**config.mk**
```make
export PLATFORM = sky130hd
export DESIGN_NAME = logs_out_stage
export DESIGN_NICKNAME = d
export VERILOG_FILES = /design/src/rtl/logs_out_stage.sv
export SDC_FILE = /design/constraint.sdc
export NUM_CORES = 1
export LEC_CHECK = 0
export ABC_CLOCK_PERIOD_IN_PS = 6790
export BUFFER_PORTS_ARGS = -buffer_cell sky130_fd_sc_hd__buf_4
export CAP_MARGIN = 20
export CORE_ASPECT_RATIO = 1.1
export CORE_MARGIN = 1
export CORE_UTILIZATION = 45
export DETAILED_ROUTE_END_ITERATION = 8
export PLACE_DENSITY = 0.6
export SKIP_LAST_GASP = 1
export SLEW_MARGIN = 20
export SYNTH_ARGS = -nofsm -noshare
export SYNTH_HDL_FRONTEND = slang
export SYNTH_SLANG_ARGS = --single-unit
```
**constraint.sdc**
```tcl
create_clock -name clk -period 6.79 [get_ports clk]
set_input_delay 1.0185 -clock clk [delete_from_list [all_inputs] [get_ports clk]]
set_output_delay 1.0185 -clock clk [all_outputs]
set_load 0.005 [all_outputs]
```
**src/rtl/logs_out_stage.sv**
```systemverilog
// Output conditioning for the sonifier PWM: windowed density measurement, slewed
// volume scaling and first-order sigma-delta re-modulation, with a mute state.
module logs_out_stage #(
  parameter int DEC_LOG2  = 5,
  parameter int VOL_BITS  = 4,
  parameter int FADE_LOG2 = 14
) (
  input  logic                clk,
  input  logic                rst_n,
  input  logic                snd_in,
  input  logic                enable,
  input  logic [VOL_BITS-1:0] vol_target,
  output logic                snd_out,
  output logic [DEC_LOG2:0]   level,
  output logic                fading,
  output logic                muted
);

  localparam int SD_W = DEC_LOG2 + VOL_BITS;
  localparam logic [DEC_LOG2-1:0]  WC_ONE  = 1;
  localparam logic [DEC_LOG2-1:0]  WC_LAST = '1;
  localparam logic [FADE_LOG2-1:0] FT_ONE  = 1;
  localparam logic [VOL_BITS-1:0]  VOL_ONE = 1;

  typedef enum logic [1:0] {IDLE, SLEW, STEADY} state_t;

  state_t              state, state_nxt;
  logic [DEC_LOG2-1:0] wcnt;
  logic [DEC_LOG2:0]   acc;
  logic [DEC_LOG2:0]   snd_ext;
  logic [VOL_BITS-1:0] goal;
  logic [VOL_BITS-1:0] cur_vol;
  logic [FADE_LOG2-1:0] ft;
  logic [SD_W-1:0]     sd;
  logic [SD_W:0]       prod;
  logic [SD_W:0]       sd_sum;

  function automatic logic [VOL_BITS-1:0] step_toward(input logic [VOL_BITS-1:0] v,
                                                      input logic [VOL_BITS-1:0] g);
    if (v < g) return v + VOL_ONE;
    if (v > g) return v - VOL_ONE;
    return v;
  endfunction

  assign goal    = enable ? vol_target : '0;
  assign snd_ext = {{DEC_LOG2{1'b0}}, snd_in};

  // Density: count ones over each 2^DEC_LOG2-cycle window, publish at the window end
  always_ff @(posedge clk or negedge rst_n) begin
    if (!rst_n) begin
      wcnt  <= '0;
      acc   <= '0;
      level <= '0;
    end else begin
      wcnt <= wcnt + WC_ONE;
      if (wcnt == WC_LAST) begin
        level <= acc + snd_ext;
        acc   <= '0;
      end else begin
        acc <= acc + snd_ext;
      end
    end
  end

  always_ff @(posedge clk or negedge rst_n) begin
    if (!rst_n) state <= IDLE;
    else        state <= state_nxt;
  end

  always_comb begin
    state_nxt = state;
    case (state)
      IDLE:    if (goal != '0) state_nxt = SLEW;
      SLEW:    if (cur_vol == goal) state_nxt = (goal == '0) ? IDLE : STEADY;
      STEADY:  if (goal != cur_vol) state_nxt = SLEW;
      default: state_nxt = IDLE;
    endcase
  end

  always_comb begin
    fading = (state == SLEW);
    muted  = (state == IDLE);
  end

  // Volume slew: a goal change mid-slew only redirects the next step, it keeps ft running
  always_ff @(posedge clk or negedge rst_n) begin
    if (!rst_n) begin
      ft      <= '0;
      cur_vol <= '0;
    end else if (state != SLEW && state_nxt == SLEW) begin
      ft <= '0;
    end else if (state == SLEW) begin
      ft <= ft + FT_ONE;
      if (ft == '1) cur_vol <= step_toward(cur_vol, goal);
    end
  end

  // Modulator: carry out of the phase accumulator is the output bit
  assign prod   = {{VOL_BITS{1'b0}}, level} * {{(DEC_LOG2 + 1){1'b0}}, cur_vol};
  assign sd_sum = {1'b0, sd} + prod;

  always_ff @(posedge clk or negedge rst_n) begin
    if (!rst_n) begin
      sd      <= '0;
      snd_out <= 1'b0;
    end else if (state == IDLE || state_nxt == IDLE) begin
      sd      <= '0;
      snd_out <= 1'b0;
    end else begin
      sd      <= sd_sum[SD_W-1:0];
      snd_out <= sd_sum[SD_W];
    end
  end

endmodule

```
-- After elaboration in Yosys (flattened, before gate mapping)
Cells that the tools add are included.
- add/subtract/negate cells: 6
- multiply operators: 1
- order comparisons: 2
- eq/ne operators: 8
- multiplexer cells: 24
- bitwise logic cells: 1
- reduce and logical (&&, ||, !) cells: 9
- operator list (kind ; count):
    two-way mux 14 bit ; 2
    two-way mux 4 bit ; 5
    adder 14 x 1 -> 14 bit, second input constant ; 1
    equality test 14 bit, second input constant ; 1
    adder 9 x 10 -> 10 bit ; 1
    multiplier 6 x 4 -> 10 bit ; 1
    two-way mux 1 bit ; 10
    two-way mux 9 bit ; 1
    two-way mux 2 bit ; 4
    adder 6 x 1 -> 6 bit ; 1
    two-way mux 6 bit ; 1
    case mux 2 bit (3 select lines) ; 1
    adder 5 x 1 -> 5 bit, second input constant ; 1
    equality test 5 bit, second input constant ; 1
    adder 4 x 1 -> 4 bit, second input constant ; 1
    equality test 2 x 1 -> 1 bit, second input constant ; 2
    equality test 4 bit ; 1
    greater-than comparator 4 bit ; 1
    logical NOT 2 bit ; 2
    logical NOT 4 bit ; 1
    < comparator 4 bit ; 1
    inequality test 4 bit ; 1
    AND reduction 4 bit ; 1
    nonzero test 2 bit ; 2
    other kinds (7) ; 7
- flip-flop bits (word level): 47
- input port bits: 8
- output and inout port bits: 9
- logic and storage cells: 59

-- Logic depth before layout (Yosys ltp)
Gate-level depths: netlist of the first run.
- depth after elaboration: 14
- gate-level depth with buffers: 14

-- Worst setup path after synthesis of the first run
No wires, ideal clock.
- path type: reg-to-reg
- start point: register cur_vol[2]
- end point: register snd_out
- arrival time: 3.388 ns
- required time: 6.653 ns
- path slack: 3.265 ns
- cell stages (with the launch flop): 13
- clock period less this slack: 3.525 ns
- cells stage by stage: dfrtp_1 clkbuf_1 nand2_1 fa_1 fa_1 fa_1 inv_1 ha_1 a21o_1 a21oi_1 o21ai_0 a311oi_1 a311oi_1
- word-level cells in the longest chain between the ends: 6
- elaborated cells between the ends (all ways): 10
- RTL lines (item ; RTL line ; text):
    start: declaration ; 32 ; logic [VOL_BITS-1:0] cur_vol;
    start signal: assignment ; 94 ; if (ft == '1) cur_vol <= step_toward(cur_vol, goal);
    branches (longest 5 deep; another with multiplier 6 x 4 -> 10 bit) ; n/a ;
    two-way mux 1 bit (*) ; 106 ; end else if (state == IDLE || state_nxt == IDLE) begin
    end signal: assignment ; 111 ; snd_out <= sd_sum[SD_W];
    end: declaration ; 13 ; output logic snd_out,
Mark *: on every way between the ends.
A chain may end at the register's enable or synchronous reset.

-- Worst setup path in the final report of the first run
- start point: register cur_vol[1]
- end point: register snd_out
The elaborated chain is that of the path after synthesis.

==> results of run 1 <==
layout by cell type, fill, tap and decap left out, types with 3 or more instances in the layout:
cell type,count
clkbuf_8,5
nor2b_1,6
xnor2_1,7
nand4_1,5
a211oi_1,3
nand2_1,27
xor2_1,9
fa_1,15
and3_1,4
buf_4,16
nand3_1,17
dfrtp_1,47
ha_1,28
inv_1,32
nor2_1,22
o21ai_1,3
a21o_1,4
and2_1,18
o21ai_0,17
a21oi_1,11
cell type report:
cell class              count  area (µm²)  share of cell area [%]
clock buffers               5        68.8                    2.02
multi-input cells         229        1790                    52.5
well taps                  82         103                    3.01
inverters                  33         124                    3.63
repair buffers             16         120                    3.52
clock inverters             3        27.5                   0.807
flip-flops and latches     47        1180                    34.5
cell usage after synthesis, types with 2 or more instances:
cell,instances
xor2_1,9
xnor2_1,7
and2_1,18
o21ai_0,17
inv_1,32
a211oi_1,3
nand2_1,27
a311oi_1,2
nor2_1,22
clkbuf_1,6
o31ai_1,2
fa_1,15
a21oi_1,11
nor2b_1,6
dfrtp_1,47
nand3_1,17
o21ai_1,3
a21o_1,4
o211ai_1,2
nand2b_1,2
mux2_2,2
and3_1,4
mux2i_1,2
nand4_1,5
ha_1,28
kinds of logic (layout without fill, tap and decap cells):
| group | Yosys count | after routing | share of synthesized area (%) |
|---|---|---|---|
| mux | 4 | 4 | 1.36 |
| buf+inv | 40 | 57 | 4.85 |
| xor+xnor | 16 | 16 | 4.49 |
| fa+ha+maj | 43 | 43 | 20.9 |
| flops | 47 | 47 | 37.7 |
| simple gates | 115 | 115 | 19.8 |
| compound gates | 51 | 51 | 10.9 |
report_power, final:
part | total [mW] | leakage [nW] | switching [mW] | internal, mW
logic | 0.354 | 1.03 | 0.194 | 0.161
clock network | 0.186 | 0.0467 | 0.109 | 0.0766
registers | 0.404 | 0.614 | 0.0627 | 0.341
flip-flops by register name (all words and copies together) (netlist names):
name and flops:
acc 6, cur_vol 4, ft 14, level 6, sd 9, snd_out 1, state 2, wcnt 5
layer usage:
metal	global-route usage [%]	wire length (µm)	part of all wire, %	vias to the layer above
met5	0	0	0	-
met2	27.8	2560	45	18
li1	-	-	-	1100
met3	2.76	137	2.4	4
met4	5.03	46	0.82	0
met1	25.2	2890	51	1028
per-stage QoR:
stage	hold WS [ns]	utilization, %	std cells	power (mW)	cell area (µm²)
2_1_floorplan	0.423	-	316	0.646	3120
3_3_place_gp	0.445	50.0	407	0.755	3320
3_5_place_dp	0.461	50.0	407	0.766	3320
4_1_cts	0.477	51.4	415	0.957	3410
5_1_grt	0.489	51.4	415	1.03	3410
6_report	0.472	51.4	415	0.943	3410
critical path, cell delays in order, from the launching register on:
cell	delay [ns]
dfrtp_1	0.58
nand2_1	0.12
fa_1	0.47
fa_1	0.51
fa_1	0.51
inv_1	0.04
ha_1	0.34
a21o_1	0.18
a21oi_1	0.24
o21ai_0	0.19
a311oi_1	0.32
a311oi_1	0.08
worst max-delay path by stage:
| stage | start | slack (ns) | end | cells past startpoint |
|---|---|---|---|---|
| global route | cur_vol[2]$_DFFE_PN0P_ | 2.94 | snd_out$_DFF_PN0_ | 11 |
| finish | cur_vol[1]$_DFFE_PN0P_ | 3.09 | snd_out$_DFF_PN0_ | 11 |
| floorplan | cur_vol[2]$_DFFE_PN0P_ | 3.26 | snd_out$_DFF_PN0_ | 12 |
| global placement | cur_vol[2]$_DFFE_PN0P_ | 3.19 | snd_out$_DFF_PN0_ | 11 |
| detailed placement | cur_vol[2]$_DFFE_PN0P_ | 3.13 | snd_out$_DFF_PN0_ | 11 |
| CTS | cur_vol[2]$_DFFE_PN0P_ | 3.10 | snd_out$_DFF_PN0_ | 11 |
==> out/results.txt, run 1 <==
Synth cell types -> 48
Postcts setup bufs -> 0
Crit Path Max Fanout -> 12
Skew-Pair Late Insertion Delay -> 0.30 ns
Via Count -> 2150
CP arrival -> 3.88 ns
Post-DR vias/cell -> 5.18
CTS tree -> done
Hold Crit Endpoint -> wcnt[0]$_DFF_PN0_
Gr usage total -> 17.7%
FF+latch count, synth -> 47
Die span in x -> 81.4 µm
Final WS setup -> 3.09 ns
Mapped Cells -> 316
FF-to-FF path depth -> 11
Crit Path Category -> flip-flop to flip-flop
Cts bufs inserted -> 5
Global-route wire length before repair -> 9890 µm
Starting Density -> 47.0%
Core ar. -> 0.00663 mm²
Layout Nets -> 383
Relative slew slack -> 60.3%
Largest net degree at the start of global routing -> 48
Synth async-reset ratio -> 100%
Sink Count -> 47
Max-Cap Viols -> 0
Crit share post-route -> 54.5%
Ys flop type -> dfrtp_1
PD cells -> 277 mW/mm²
R2R setup slack -> 3.09 ns
GRT Residual Overflow -> 0
Critical path endpoint category -> flip-flop
Fin Setup TNS -> 0 ns
Yosys warns -> 0
Pre-antenna DRT Iters -> 4
Post-DRT Antenna Nets -> 0
Port buffer count -> 16
Vias in the first global route -> 2144
Area growth, synth to finish -> 9.34%
Worst min path class -> flip-flop to flip-flop
Root Driver -> clkbuf_8
# H-tree levels -> 2
# setup viols final -> 0
FF-to-FF End -> snd_out$_DFF_PN0_
Final Hold Vio Count -> 0
Clock Skew -> 0.00308 ns
Diodes inserted -> 0
Wire length per cell -> 13.6 µm
Slew Viols, Final -> 0
Synth Area per Inst -> 9.87 µm²
WP data required -> 6.96 ns
Quantity of gates resized following cts -> 0
CTS hold repair buffers -> 0
Mapped cell area -> 0.00312 mm²
Top post-synthesis cells by area -> dfrtp_1 (38%), ha_1 (11%), fa_1 (9.6%), inv_1 (3.8%), and2_1 (3.6%)
Leakage -> 1.69 nW
Initial drt markers -> 98
Reg-to-reg critical path startpoint -> cur_vol[1]$_DFFE_PN0P_
Period minus WS final -> 3.70 ns
Placer's final routability congestion estimate -> 0.797
Clock slew at reported path FFs -> 0.10 ns
Residual DRC count -> 0
Max Fclk -> 0.270 GHz
Outcome -> finished, final reports clean
Worst-Margin Slew -> 0.596 ns
Cell Rows -> 31
Worst setup SP type -> flip-flop
Min-delay src -> wcnt[0]$_DFF_PN0_
RSZ-0062 raised after global routing -> false
Sequential element share of the synthesized area -> 37.7%
Total wire length -> 5640 µm
Fill cells -> 607
HPWL Detailed -> 4240 µm
Die area -> 0.00727 mm²
Post-synth EDFFs -> 0
Post-synth top area share -> 37.7%
DIE HEIGHT -> 89.3 µm
Cell taking the most area after synthesis -> dfrtp_1
Top Ports -> 17
Share of post-route cells with drive strength above 1 -> 10.8%
Syn nets -> 367
Max Root-Sink Buffers -> 2
Peak supply drop -> 0.121 mV
Initial antenna violation count -> 0
Hold path depth -> 1
Setup WS pre-CTS -> 3.13 ns
No activity file was read; power rests on OpenSTA's default activity.
==> run 2: changes to the inputs <==
--- a/config.mk
+++ b/config.mk
@@ -5,14 +5,15 @@
 export SDC_FILE = /design/constraint.sdc
 export NUM_CORES = 1
 export LEC_CHECK = 0
-export ABC_CLOCK_PERIOD_IN_PS = 6790
+export ABC_AREA = 1
+export ABC_CLOCK_PERIOD_IN_PS = 3000
 export BUFFER_PORTS_ARGS = -buffer_cell sky130_fd_sc_hd__buf_4
 export CAP_MARGIN = 20
 export CORE_ASPECT_RATIO = 1.1
 export CORE_MARGIN = 1
 export CORE_UTILIZATION = 45
 export DETAILED_ROUTE_END_ITERATION = 8
-export PLACE_DENSITY = 0.6
+export PLACE_DENSITY = 0.62
 export SKIP_LAST_GASP = 1
 export SLEW_MARGIN = 20
 export SYNTH_ARGS = -nofsm -noshare
==> constraint.sdc (replaced) <==
create_clock -name clk -period 3 [get_ports clk]
set_input_delay 0.45 -clock clk [delete_from_list [all_inputs] [get_ports clk]]
set_output_delay 0.45 -clock clk [all_outputs]
set_load 0.005 [all_outputs]
==> run 2 against run 1 <==
The run now ends with design-rule violations, negative setup slack left. Flip-flop and latch count is the same. Power up 91%. Cell count grew 29%. Critical endpoint unchanged. Highest routed layer unchanged.
==> out/results.txt, run 2 <==
Synth Area per Inst -> 7.94 µm² (-20%)
Global-route wire length before repair -> 11100 µm (+12%)
Root Driver -> clkbuf_8
Commonest non-fill, non-tap cells in the layout -> nand2_1 (104), inv_1 (80), dfrtp_1 (45), nor2_1 (31), buf_4 (31)
Critical path endpoint category -> flip-flop
Relative slew slack -> 60.1% (-0.12 points)
Via Count -> 2558 (+19%)
Total power draw -> 1.81 mW (+91%)
FF-to-FF End -> snd_out$_DFF_PN0_
Yosys warns -> 0 (unchanged)
Crit Path Max Fanout -> 5 (-7)
Layout Nets -> 502 (+31%)
FF-to-FF path depth -> 14 (+3)
Initial drt markers -> 95 (-3.1%)
Leakage -> 2.07 nW (+23%)
R2R setup slack -> -0.05 ns (-3.14 ns)
Multi-input logic area -> 0.00190 mm² (+5.7%)
DIE HEIGHT -> 92.2 µm (+3.2%)
Worst-Margin Slew -> 0.598 ns (+0.00182 ns)
Vias in the first global route -> 2667 (+24%)
Cts bufs inserted -> 5 (unchanged)
Post-route cell area -> 0.00384 mm² (+13%)
Largest register FFs -> 14 (unchanged)
Top Ports -> 17 (unchanged)
Ys flop type -> dfrtp_1
Fill cells -> 666 (+9.7%)
Synth async-reset ratio -> 100% (unchanged)
Total wire length -> 6070 µm (+7.6%)
Clock slew at reported path FFs -> 0.10 ns (about the same)
Period minus WS final -> 3.05 ns (-0.649 ns)
CTS hold repair buffers -> 0 (unchanged)
Mapped Cells -> 419 (+33%)
Most flops, register -> ft
Outcome -> finished, violations left
HPWL Detailed -> 4690 µm (+11%)
Post-DR vias/cell -> 4.76 (-8.1%)
Mapped cell area -> 0.00333 mm² (+6.6%)
Top Registers -> ft: 14 flops, sd: 9 flops
Slew Viols, Final -> 0 (unchanged)
Synth cell types -> 27 (-44%)
# H-tree levels -> 2 (unchanged)
CTS tree -> done
CP dominant cell by count -> fa_1
Core ar. -> 0.00709 mm² (+6.8%)
Max Fclk -> 0.327 GHz (+21%)
Syn nets -> 470 (+28%)
Min Hold Slack -> 0.149 ns (-0.322 ns)
Post-synth top area share -> 35.4% (-2.3 points)
Peak supply drop -> 0.267 mV (+120%)
GRT Residual Overflow -> 0 (unchanged)
Cell Rows -> 32 (+3.2%)
Die span in x -> 84.0 µm (+3.2%)
Most frequent cell after synthesis -> nand2_1
Post-synth EDFFs -> 0 (unchanged)
RSZ-0062 raised after global routing -> true
Synth top cells by count -> nand2_1 (107), inv_1 (87), dfrtp_1 (47)
Area growth, synth to finish -> 15.5%
Final Hold Vio Count -> 0 (unchanged)
CP top delay family -> adder cells
Skew-Pair Late Insertion Delay -> 0.30 ns (about the same)
Buf+Inv Stages, Crit Path -> 3 (+2)
Die area -> 0.00774 mm² (+6.5%)
Crit share post-route -> 102% (+47 points)
Max-Cap Viols -> 0 (unchanged)
Sequential element share of the synthesized area -> 35.4% (-2.3 points)
Worst setup SP type -> flip-flop
Wire length per cell -> 11.3 µm (-17%)
WP data required -> 3.19 ns (-3.77 ns)
CP arrival -> 3.24 ns (-0.64 ns)
# setup viols final -> 4 (+4)
Pre-antenna DRT Iters -> 6 (+2)
Sink Count -> 47 (unchanged)
Port buffer count -> 16 (unchanged)
Final WS setup -> -0.0535 ns (-3.14 ns)
Post-DP Area -> 0.00368 mm² (+11%)
Max Root-Sink Buffers -> 2 (unchanged)
Slowest stage cell, crit path -> fa_1
Crit path cell chain -> nand2_1 -> inv_2 -> fa_1 -> fa_1 -> inv_1 -> fa_1 -> inv_2 -> ha_4 -> nand3_4 -> nand3_4 -> nand3_1 -> nand2_1 -> xor2_1 -> nor2_1
Post-DRT Antenna Nets -> 0 (unchanged)
FF+latch count, synth -> 47 (unchanged)
Commonest non-fill, non-tap cell in the layout -> nand2_1
Placer's final routability congestion estimate -> 0.783 (-1.8%)
Starting Density -> 46.9% (-0.10 points)
Reg-to-reg critical path startpoint -> cur_vol[1]$_DFFE_PN0P_
Crit Path Category -> flip-flop to flip-flop
Clock Skew -> 0.00715 ns (+0.00408 ns)
Initial antenna violation count -> 0 (unchanged)
Residual DRC count -> 4 (+4)
Cell taking the most area after synthesis -> dfrtp_1
Share of post-route cells with drive strength above 1 -> 16.2% (+5.3 points)
Diodes inserted -> 0 (unchanged)
Gr usage total -> 17.8% (+0.12 points)
Largest net degree at the start of global routing -> 48 (unchanged)
Sequential Area -> 0.00118 mm² (+0.21%)
Top post-synthesis cells by area -> dfrtp_1 (35%), nand2_1 (12%), ha_1 (11%), inv_1 (9.8%), fa_1 (9.0%)
Violated checks -> design-rule violations, negative setup slack
Largest stage delay, worst path -> 0.50 ns (-0.08 ns)
Worst min path class -> input port to async pin
PD cells -> 470 mW/mm² (+70%)
run 2: power breakdown:
part | leakage [nW] | total (mW) | internal (mW) | switching (mW)
sequential | 0.618 | 0.817 | 0.733 | 0.0843
combinational | 1.41 | 0.591 | 0.250 | 0.341
clock | 0.0485 | 0.397 | 0.167 | 0.230
run 2: per-stage QoR:
step	TNS (ns)	cells	utilization [%]	setup WS, ns
after global routing	-1.02	537	54.2	-0.207
final	-0.111	537	54.2	-0.0535
after floorplan	-0.0428	419	-	-0.0347
after global placement	-0.0756	527	51.9	-0.0396
after detailed placement	-0.281	527	51.9	-0.0662
after CTS	-0.256	536	53.6	-0.0649
run 2: logic make-up after synthesis:
logic type,after synthesis,synth area share [%]
XOR/XNOR,16,4.21
buffers and inverters,94,11.1
AND/OR/NAND/NOR,186,24.0
flip-flops,47,35.4
adder cells (fa/ha/maj),43,19.6
AO/OA/AOI/OAI,32,5.49
multiplexers,1,0.301
run 2: how the worst max path moves through the flow:
stage | slack, ns | to | start | cells past startpoint
CTS | -0.06 | snd_out$_DFF_PN0_ | level[3]$_DFFE_PN0P_ | 14
global placement | -0.04 | sd[6]$_DFF_PN0_ | level[2]$_DFFE_PN0P_ | 11
floorplan | -0.03 | sd[8]$_DFF_PN0_ | cur_vol[1]$_DFFE_PN0P_ | 16
detailed placement | -0.07 | sd[8]$_DFF_PN0_ | cur_vol[2]$_DFFE_PN0P_ | 15
global route | -0.21 | snd_out$_DFF_PN0_ | cur_vol[1]$_DFFE_PN0P_ | 14
finish | -0.05 | snd_out$_DFF_PN0_ | cur_vol[1]$_DFFE_PN0P_ | 14
run 2: layout make-up:
type,count,area share (%)
Multi-Input combinational cell,278,49.3
Sequential cell,47,30.7
Inverter,87,8.50
Timing Repair Buffer,32,6.35
Tap cell,85,2.77
Clock buffer,5,1.79
Clock inverter,3,0.586
run 2: layer usage:
layer	GRT usage, %	share of wire [%]
met1	20.8	45
met2	33.3	52
met3	2.97	1.7
met4	5.46	1.4
met5	0	0
run 2: timing repair:
item / 4_1_cts / 5_1_grt
setup endpoints to repair: 5 / 6
cloned: 0 / 0
resized for setup: 5 / 12
pin swaps: 9 / 13
setup buffers: 1 / 1
==> run 3: changes to the inputs <==
--- a/config.mk
+++ b/config.mk
@@ -11,9 +11,10 @@
 export CAP_MARGIN = 20
 export CORE_ASPECT_RATIO = 1.1
 export CORE_MARGIN = 1
-export CORE_UTILIZATION = 45
+export CORE_UTILIZATION = 56
+export CTS_CLUSTER_DIAMETER = 150
 export DETAILED_ROUTE_END_ITERATION = 8
-export PLACE_DENSITY = 0.62
+export PLACE_DENSITY = 0.75
 export SKIP_LAST_GASP = 1
 export SLEW_MARGIN = 20
 export SYNTH_ARGS = -nofsm -noshare
==> run 3 against run 2 <==
The flow finishes with violations (negative setup slack). Die area fell by 19%. First-iteration DRC count decreased by 19%. Sequential share of layout area down 0.062 points. Largest power group unchanged.
==> out/results.txt, run 3 (synthesis results as in run 2) <==
Outcome -> finished, violations left
Violated checks -> negative setup slack
Clock Power Share -> 23.0% (+1.0 points)
GRT Residual Overflow -> 0 (unchanged)
Core ar. -> 0.00573 mm² (-19%)
Starting Density -> 58.0% (+11 points)
Slowest stage cell, crit path -> fa_1
Internal -> 1.15 mW (+0.19%)
Comb pwr share -> 32.1% (-0.6 points)
Switching power -> 0.674 mW (+2.8%)
Period minus WS final -> 3.05 ns (-0.00266 ns)
Reg-to-reg critical path startpoint -> cur_vol[3]$_DFFE_PN0P_
CTS tree -> done
Largest register FFs -> 14 (unchanged)
Worst min path class -> input port to async pin
Crit Path Max Fanout -> 4 (-1)
Crit path cell chain -> nand2_1 -> inv_2 -> fa_1 -> fa_1 -> inv_1 -> fa_1 -> inv_2 -> ha_4 -> nand3_4 -> nand3_4 -> nand3_1 -> nand2_1 -> xor2_1 -> nor2_1
Worst setup SP type -> flip-flop
Setup WS pre-CTS -> -0.0824 ns (-0.0162 ns)
Initial drt markers -> 77 (-19%)
Total wire length -> 6140 µm (+1.3%)
CP Launch Point -> cur_vol[3]$_DFFE_PN0P_
Share of post-route cells with drive strength above 1 -> 16.3% (+0.19 points)
Sw Ratio -> 36.9% (+0.61 points)
Leakage -> 2.06 nW (-0.70%)
PD cells -> 475 mW/mm² (+1.0%)
Area growth, synth to finish -> 15.6% (about the same)
Crit Path Category -> flip-flop to flip-flop
HPWL Detailed -> 4720 µm (+0.63%)
Sink Count -> 47 (unchanged)
RSZ-0062 raised after global routing -> true
Relative slew slack -> 60.6% (+0.48 points)
Root Driver -> clkbuf_8
Clock slew at reported path FFs -> 0.10 ns (about the same)
Cts bufs inserted -> 5 (unchanged)
Cell Rows -> 29 (-9.4%)
Crit share post-route -> 102% (about the same)
Final WS setup -> -0.0509 ns (+0.00266 ns)
Largest net degree at the start of global routing -> 48 (unchanged)
Most flops, register -> ft
Diodes inserted -> 0 (unchanged)
# H-tree levels -> 2 (unchanged)
Commonest non-fill, non-tap cells in the layout -> nand2_1 (104), inv_1 (79), dfrtp_1 (46), buf_4 (32), nor2_1 (31)
Vias in the first global route -> 2688 (+0.79%)
Final Hold Vio Count -> 0 (unchanged)
Placer's final routability congestion estimate -> 0.867 (+11%)
CTS hold repair buffers -> 0 (unchanged)
Seq pwr share -> 44.9% (-0.4 points)
CP arrival -> 3.25 ns (about the same)
Pre-antenna DRT Iters -> 4 (-2)
CP dominant cell by count -> fa_1
Largest stage delay, worst path -> 0.49 ns (about the same)
Post-DR vias/cell -> 4.97 (+4.3%)
Critical path endpoint category -> flip-flop
Commonest non-fill, non-tap cell in the layout -> nand2_1
Max Root-Sink Buffers -> 2 (unchanged)
Worst-Margin Slew -> 0.591 ns (-0.00716 ns)
Initial antenna violation count -> 0 (unchanged)
Gr usage total -> 22.2% (+4.3 points)
Fill cells -> 507 (-24%)
Min Hold Slack -> 0.136 ns (-0.0135 ns)
Via Count -> 2634 (+3.0%)
Fin Setup TNS -> -0.104 ns (+0.00708 ns)
# setup viols final -> 5 (+1)
Die span in x -> 75.5 µm (-10%)
Top Registers -> ft: 14 flops, sd: 9 flops
WP data required -> 3.20 ns (about the same)
Wire length per cell -> 11.6 µm (+2.6%)
Global-route wire length before repair -> 10900 µm (-1.7%)
Skew-Pair Late Insertion Delay -> 0.31 ns (about the same)
Clock Skew -> 0.0114 ns (+0.00421 ns)
DIE HEIGHT -> 82.8 µm (-10%)
Max Fclk -> 0.328 GHz (about the same)
Residual DRC count -> 0 (-4)
Layout Nets -> 503 (+0.20%)
Slew Viols, Final -> 0 (unchanged)
Peak supply drop -> 0.349 mV (+31%)
Max-Cap Viols -> 0 (unchanged)
Top Ports -> 17 (unchanged)
Port buffer count -> 16 (unchanged)
Total power draw -> 1.83 mW (+1.1%)
Post-DRT Antenna Nets -> 0 (unchanged)
Die area -> 0.00625 mm² (-19%)
-- run 3: cell count changes in the layout (fill, tap and decap cells not counted), sizes merged --
cell	delta
buf	+1
clkinv	-2
inv	+2
-- run 3: through the flow --
step	instance area, µm²	utilization (%)	cells
6_report	3850	67.1	530
5_1_grt	3850	67.1	530
4_1_cts	3790	66.2	528
3_5_place_dp	3650	63.7	517
3_3_place_gp	3650	63.7	517
2_1_floorplan	3410	-	419
-- run 3: path summary, 6_finish.rpt --
path                            slack, ns  cells after the start                      to
worst max-delay path                -0.05                     14       snd_out$_DFF_PN0_
worst min-delay path                 0.14                      1        acc[0]$_DFF_PN0_
worst max register to register      -0.05                     14       snd_out$_DFF_PN0_
worst min register to register       0.45                      1       wcnt[0]$_DFF_PN0_
max in group asynchronous            2.44                      1  cur_vol[1]$_DFFE_PN0P_
min in group clk                     0.45                      1       wcnt[0]$_DFF_PN0_
-- run 3: power by group through the flow --
stage / registers [mW] / logic, mW / clock network [mW]
4_1_cts: 0.819 / 0.594 / 0.438
6_report: 0.821 / 0.586 / 0.420
3_3_place_gp: 0.825 / 0.578 / 0
2_1_floorplan: 0.835 / 0.338 / 0
3_5_place_dp: 0.832 / 0.590 / 0
5_1_grt: 0.833 / 0.657 / 0.462
-- run 3: layout make-up --
class	instances	area (µm²)	area share [%]
repair buffers	33	251	6.54
clock inverters	3	28.8	0.748
well taps	77	96.3	2.50
flip-flops and latches	47	1180	30.6
inverters	87	329	8.56
clock buffers	5	68.8	1.79
multi-input cells	278	1890	49.3
-- run 3: worst max-delay path: cells and delay by family, from the launching register on --
kind,cells,cell delay [ns]
adder cells (fa/ha/maj),4,1.75
AND/OR/NAND/NOR,6,0.47
flip-flops,1,0.43
XOR/XNOR,1,0.14
buffers and inverters,3,0.13
-- run 3: timing repair --
action,CTS,global route
buffers inserted,3,2
endpoints found under the setup margin,4,6
pin swaps,11,14
resized for setup,4,12
-- run 3: metal layers --
metal / vias to the layer above / track usage (%) / share of wire [%]
met2: 29 / 40.1 / 53
li1: 1347 / - / -
met5: - / 0 / 0
met4: 0 / 6.40 / 1.3
met1: 1251 / 25.8 / 44
met3: 7 / 4.13 / 2.1
